==> src/rtl/ad9226_multi_driver.sv <==
// Multi-channel AD9226 driver: one shared conversion clock, pipeline flush, per-channel averaging.
// Latency: one ad9226_clk period per sample; word valid 1 master_clock cycle after the final strobe of a window.
// Backpressure: single output word; a word completing while the output is held is dropped and counted.
module ad9226_multi_driver #(
  parameter int NUM_CH   = 2,
  parameter int DATA_W   = 12,
  parameter int CLK_DIV  = 4,
  parameter int PIPE_LAT = 8,
  parameter int AVG_LOG2 = 0
) (
  input  logic                     master_clock,
  input  logic                     reset,
  input  logic                     enable,
  input  logic [NUM_CH*DATA_W-1:0] ad9226_data,
  input  logic [NUM_CH-1:0]        ad9226_otr,
  output logic                     ad9226_clk,
  output logic [NUM_CH*DATA_W-1:0] adc_data,
  output logic [NUM_CH-1:0]        adc_otr,
  output logic                     adc_data_valid,
  input  logic                     adc_data_ready,
  output logic [NUM_CH-1:0]        otr_sticky,
  input  logic                     otr_clear,
  output logic [15:0]              overrun_count
);

  localparam int DIV_W = $clog2(CLK_DIV);
  localparam int ACC_W = DATA_W + AVG_LOG2;
  localparam int AVG_W = (AVG_LOG2 > 0) ? AVG_LOG2 : 1;

  localparam logic [DIV_W-1:0] DIV_LAST   = DIV_W'(CLK_DIV - 1);
  localparam logic [DIV_W-1:0] DIV_HALF   = DIV_W'(CLK_DIV / 2);
  localparam logic [DIV_W-1:0] DIV_ONE    = DIV_W'(1);
  localparam logic [3:0]       FLUSH_LAST = (PIPE_LAT > 0) ? 4'(PIPE_LAT - 1) : 4'd0;
  localparam logic [AVG_W-1:0] AVG_LAST   = AVG_W'((1 << AVG_LOG2) - 1);
  localparam logic [AVG_W-1:0] AVG_ONE    = AVG_W'(1);

  typedef enum logic [1:0] {
    IDLE  = 2'd0,
    FLUSH = 2'd1,
    RUN   = 2'd2
  } state_t;

  state_t state;
  state_t state_nxt;

  // registered copies of the ADC pins; nothing downstream looks at the raw pins
  logic [NUM_CH*DATA_W-1:0] data_q;
  logic [NUM_CH-1:0]        otr_q;

  logic [DIV_W-1:0] div_cnt;
  logic [DIV_W-1:0] div_nxt;
  logic             clk_nxt;

  logic [3:0] flush_cnt;

  logic [ACC_W-1:0] acc     [NUM_CH];
  logic [ACC_W-1:0] acc_sum [NUM_CH];
  logic [AVG_W-1:0] avg_cnt;
  logic [NUM_CH-1:0] win_otr;

  logic [NUM_CH*DATA_W-1:0] word_dat;
  logic [NUM_CH-1:0]        word_otr;

  logic strobe;
  logic flush_strobe;
  logic run_strobe;
  logic word_done;
  logic accept;

  assign accept = adc_data_valid && adc_data_ready;

  // capture ADC data and OTR pins one cycle before use
  always_ff @(posedge master_clock or negedge reset) begin
    if (!reset) begin
      data_q <= '0;
      otr_q  <= '0;
    end else begin
      data_q <= ad9226_data;
      otr_q  <= ad9226_otr;
    end
  end

  // FSM state register
  always_ff @(posedge master_clock or negedge reset) begin
    if (!reset) begin
      state <= IDLE;
    end else begin
      state <= state_nxt;
    end
  end

  // FSM next-state: enable low always returns to IDLE from any active state
  always_comb begin
    state_nxt = state;
    case (state)
      IDLE: begin
        if (enable) begin
          state_nxt = (PIPE_LAT > 0) ? FLUSH : RUN;
        end
      end
      FLUSH: begin
        if (!enable) begin
          state_nxt = IDLE;
        end else if (flush_strobe && (flush_cnt == FLUSH_LAST)) begin
          state_nxt = RUN;
        end
      end
      RUN: begin
        if (!enable) begin
          state_nxt = IDLE;
        end
      end
      default: state_nxt = IDLE;
    endcase
  end

  // FSM outputs: the strobe falls one cycle ahead of each ad9226_clk rising edge
  always_comb begin
    strobe       = 1'b0;
    flush_strobe = 1'b0;
    run_strobe   = 1'b0;
    word_done    = 1'b0;
    strobe       = (state != IDLE) && enable && (div_cnt == DIV_LAST);
    flush_strobe = strobe && (state == FLUSH);
    run_strobe   = strobe && (state == RUN);
    word_done    = run_strobe && (avg_cnt == AVG_LAST);
  end

  // divider next value; it restarts at 0 on entry so the clock goes high with the first active cycle
  always_comb begin
    div_nxt = '0;
    clk_nxt = 1'b0;
    if ((state != IDLE) && (state_nxt != IDLE)) begin
      div_nxt = (div_cnt == DIV_LAST) ? '0 : (div_cnt + DIV_ONE);
    end
    clk_nxt = (state_nxt != IDLE) && (div_nxt < DIV_HALF);
  end

  // divider counter and registered conversion clock
  always_ff @(posedge master_clock or negedge reset) begin
    if (!reset) begin
      div_cnt    <= '0;
      ad9226_clk <= 1'b0;
    end else begin
      div_cnt    <= div_nxt;
      ad9226_clk <= clk_nxt;
    end
  end

  // count discarded samples while the ADC pipeline drains
  always_ff @(posedge master_clock or negedge reset) begin
    if (!reset) begin
      flush_cnt <= '0;
    end else if (!enable || (state != FLUSH)) begin
      flush_cnt <= '0;
    end else if (flush_strobe) begin
      flush_cnt <= (flush_cnt == FLUSH_LAST) ? 4'd0 : (flush_cnt + 4'd1);
    end
  end

  // window sum including the current sample, and the word it would produce
  always_comb begin
    word_dat = '0;
    for (int k = 0; k < NUM_CH; k++) begin
      acc_sum[k] = acc[k] + ACC_W'(data_q[k*DATA_W +: DATA_W]);
      word_dat[k*DATA_W +: DATA_W] = acc_sum[k][AVG_LOG2 +: DATA_W];
    end
    word_otr = win_otr | otr_q;
  end

  // accumulate samples; the final strobe of a window restarts it so the next strobe begins a fresh one
  always_ff @(posedge master_clock or negedge reset) begin
    if (!reset) begin
      for (int k = 0; k < NUM_CH; k++) begin
        acc[k] <= '0;
      end
      avg_cnt <= '0;
      win_otr <= '0;
    end else if (!enable || (state != RUN)) begin
      for (int k = 0; k < NUM_CH; k++) begin
        acc[k] <= '0;
      end
      avg_cnt <= '0;
      win_otr <= '0;
    end else if (run_strobe) begin
      if (word_done) begin
        for (int k = 0; k < NUM_CH; k++) begin
          acc[k] <= '0;
        end
        avg_cnt <= '0;
        win_otr <= '0;
      end else begin
        for (int k = 0; k < NUM_CH; k++) begin
          acc[k] <= acc_sum[k];
        end
        avg_cnt <= avg_cnt + AVG_ONE;
        win_otr <= word_otr;
      end
    end
  end

  // output word register: load when empty or draining this cycle, otherwise hold and drop the new word
  always_ff @(posedge master_clock or negedge reset) begin
    if (!reset) begin
      adc_data       <= '0;
      adc_otr        <= '0;
      adc_data_valid <= 1'b0;
    end else if (word_done && (!adc_data_valid || adc_data_ready)) begin
      adc_data       <= word_dat;
      adc_otr        <= word_otr;
      adc_data_valid <= 1'b1;
    end else if (accept) begin
      adc_data_valid <= 1'b0;
    end
  end

  // saturating count of words lost to a stalled consumer
  always_ff @(posedge master_clock or negedge reset) begin
    if (!reset) begin
      overrun_count <= '0;
    end else if (word_done && adc_data_valid && !adc_data_ready && (overrun_count != 16'hFFFF)) begin
      overrun_count <= overrun_count + 16'd1;
    end
  end

  // sticky OTR per channel; a set in the same cycle as a clear survives
  always_ff @(posedge master_clock or negedge reset) begin
    if (!reset) begin
      otr_sticky <= '0;
    end else begin
      otr_sticky <= (otr_clear ? '0 : otr_sticky) | (run_strobe ? otr_q : '0);
    end
  end

endmodule
==> config.mk <==
export PLATFORM = sky130hd
export DESIGN_NAME = ad9226_multi_driver
export DESIGN_NICKNAME = d
export VERILOG_FILES = /design/src/rtl/ad9226_multi_driver.sv
export SDC_FILE = /design/constraint.sdc
export NUM_CORES = 1
export LEC_CHECK = 0
export ABC_AREA = 0
export BUFFER_PORTS_ARGS = -buffer_cell sky130_fd_sc_hd__buf_2
export CAP_MARGIN = 20
export CORE_ASPECT_RATIO = 0.7
export CORE_MARGIN = 2
export CORE_UTILIZATION = 51
export DETAILED_ROUTE_END_ITERATION = 10
export PLACE_DENSITY_LB_ADDON = 0.05
export SLEW_MARGIN = 20
export SYNTH_ARGS = -nofsm -noshare
export SYNTH_HDL_FRONTEND = slang
export SYNTH_SLANG_ARGS = --single-unit
==> constraint.sdc <==
create_clock -name master_clock -period 1.97 [get_ports master_clock]
set_input_delay 0.0985 -clock master_clock [delete_from_list [all_inputs] [get_ports master_clock]]
set_output_delay 0.0985 -clock master_clock [all_outputs]
set_load 0.02 [all_outputs]
==> flow_summary.toml <==
[run_status]
outcome = "complete, but fails checks"
failed_checks = "negative setup slack"

[worst_setup_path]
worstSetupPathType = "reg -> reg"
r2r_start = "data_q[1]$_DFF_PN0_"
worstSetupStartpoint = "data_q[1]$_DFF_PN0_"
critical_path_arrival_ns = 2.35
r2r_slack_ns = -0.14
rr_worst_depth = 8
setup.worst_path.end_class = "flip-flop"
r2r_endpoint = "adc_data[8]$_DFFE_PN0P_"
critical_path_required_ns = 2.21
timing.critical_path.fanout_max = 3
timing.critical_path.from_type = "flip-flop"

[sta]
finalWorstPathRequiredPeriod_ns = 2.11
report.final.slew_viol_count = 0
report.final.hold_viol_count = 0
fin_ws_ns = -0.138
fin_crit_sh = 1.07
max_freq_mhz = 474
finalSetupViolCount = 10
worst_slew_margin_rel = 0.593
finClkSkew_ns = 0.0104
rsz0062_at_grt = "yes"
worst_slew_pin_slew_ns = 0.610

[yosys]
syn-cell-area_um2 = 4990
ys_types = 50
top_ff_cell_synth = "sky130_fd_sc_hd__dfrtp_1"
yosysSeqAreaShare = 0.537
synth_async_sr_flop_share = 1.00
ys_seq_elements = 107
postSynthCellCount = 413
mappedNetlistNets = 471
synth_warnings = 0
synth_enable_flop_cells = 0
synth_area_per_cell_um2 = 12.1

[clock_tree]
numClockSinks = 107
worst_skew_pair.late_latency_ns = 0.36
cts_max_level = 3
clock_path_buffers = 2
clk_root_buffer_cell = "sky130_fd_sc_hd__clkbuf_16"
tritoncts_buffers = 9
clock_tree_from_tritoncts = "yes"
clkTransAtPathRegs_ns = 0.08

[finish]
area.growth.synth_to_final_pct = 36.0
layout_cells_sized_above_1 = 0.364
stdcell_count = 700
num-nets-final = 625
final_core_utilization = 0.706
antenna_cells_inserted = 0

[placed_design]
post-place-cells = 641
gp_routability_congestion = 0.825
io_buffer_count = 76
place.detailed.hpwl_um = 7210

[floorplanning]
dieWidth_um = 122
dieArea_um2 = 10600
floorplan_core_area_um2 = 9610
row_count = 30
floorplan.initialDensity = 0.519
boundaryPins = 77
die_h_um = 86.7

[power_and_ir_drop]
static_leak_nw = 3.39
ratio_of_total_power_to_cell_area_nw_per_um2 = 652
vdd_drop_max_mv = 0.389

[global_routing]
global_route.usage.total = 0.214
grt_remaining_overflow = 0
vias_in_the_first_global_route = 3504
grt_pass1_wl_um = 17500
grt_start_max_net_pins = 108
antenna_found_initial = 0

[hold_path]
worstHoldEndpoint = "div_cnt[0]$_DFF_PN0_"
hp-class = "in -> reg"
hold_depth = 3
min_from = "enable"

[routing]
routed_wire_length_per_instance_um = 16.0
detail_route.iter0.violations = 217
detail_route.first_pass.iterations = 4
drc = 0
routed_via_density = 5.33
vias = 3728
route.antenna.remaining_nets = 0
postRouteWirelength_um = 11200

[flow_run]
maxCapViolCount = 0
-- flip-flops by register name, indices dropped and copies added, names as in the netlist --
| register | count |
|---|---|
| ad9226_clk | 1 |
| adc_data_valid | 1 |
| flush_cnt | 4 |
| adc_data | 24 |
| adc_otr | 2 |
| overrun_count | 16 |
| acc | 24 |
| div_cnt | 2 |
| state | 2 |
| data_q | 24 |
| otr_q | 2 |
| otr_sticky | 2 |
| avg_cnt | 1 |
| win_otr | 2 |
-- layout make-up --
cell class	instances	area, µm²
Sequential cell	107	2680
Inverter	7	26.3
Timing Repair Buffer	152	1060
Fill cell	712	2830
Clock buffer	9	225
Multi-Input combinational cell	290	2550
Tap cell	128	160
Clock inverter	7	82.6
-- layout by cell type, fill, tap and decap left out, drive strengths merged, types with 8 or more instances in the layout --
cell and instances:
buf 124, dfrtp 107, dlygate4sd3 28, a21oi 28, mux2 27, nor2 25
ha 25, xnor2 23, nand2 20, a22o 20, o21ai 13, nand3 11
inv 11, xor2 9, clkbuf 9, a21o 8
-- stage by stage --
step                      TNS [ns]  instance area, µm²  total power [mW]  hold slack (ns)  setup WS (ns)
after floorplan                  0                4990              2.38           -0.197        0.00368
after global routing         -2.10                6780              4.59           0.0256         -0.204
after global placement      -0.869                5760              2.50            0.207         -0.165
final                       -0.629                6780              4.42           0.0278         -0.138
after detailed placement     -1.32                5760              2.50            0.208         -0.210
after CTS                   -0.333                6490              4.44           0.0189         -0.106
-- worst max-delay path, cell delays in order, from the launching register on --
cell                       delay, ns
sky130_fd_sc_hd__dfrtp_1        0.44
sky130_fd_sc_hd__buf_6          0.15
sky130_fd_sc_hd__fa_2           0.38
sky130_fd_sc_hd__a21o_1         0.22
sky130_fd_sc_hd__a31oi_4        0.17
sky130_fd_sc_hd__o21bai_1       0.10
sky130_fd_sc_hd__a21oi_1        0.16
sky130_fd_sc_hd__xnor2_1        0.10
sky130_fd_sc_hd__mux2_4         0.27
-- cell usage after synthesis, drive strengths merged (8+ instances only) --
library cell	n	area share
a21o	8	0.012
a21oi	28	0.028
a22o	20	0.035
dfrtp	107	0.54
ha	25	0.063
mux2	27	0.062
nand2	20	0.015
nand3	11	0.011
nor2	25	0.019
o21ai	13	0.013
xnor2	23	0.040
xor2	9	0.016
-- power breakdown --
group	internal [mW]	switching, mW
Sequential	2.23	0.0226
Combinational	0.144	0.147
Clock	1.01	0.871
-- logic make-up after synthesis --
kind of cell    count (synthesis)  share of synthesized area
buf+inv                        16                     0.0163
compound gates                103                      0.143
simple gates                   95                     0.0976
xor+xnor                       34                     0.0652
mux                            31                     0.0698
flops                         107                      0.537
fa+ha+maj                      27                     0.0708
-- per-layer routing --
layer,up-vias,GRT usage,routed length (µm)
met2,67,0.319,4920
met5,-,0,0
li1,1815,-,-
met1,1830,0.317,5750
met4,0,0.0606,154
met3,16,0.0467,388
-- worst max-delay path by stage --
stage	endpoint	cells past startpoint
floorplan	adc_data[20]$_DFFE_PN0P_	8
global placement	adc_data[8]$_DFFE_PN0P_	8
detailed placement	adc_data[8]$_DFFE_PN0P_	8
CTS	adc_data[8]$_DFFE_PN0P_	8
global route	adc_data[8]$_DFFE_PN0P_	8
finish	adc_data[8]$_DFFE_PN0P_	8
-- repair_timing --
item	in CTS	in global routing
hold buffers	28	0
pin swaps	21	33
gates resized for setup	20	37
hold endpoints to repair	135	0
buffers inserted	5	10
endpoints found under the setup margin	15	26
Power figures use the tool's default switching activity.
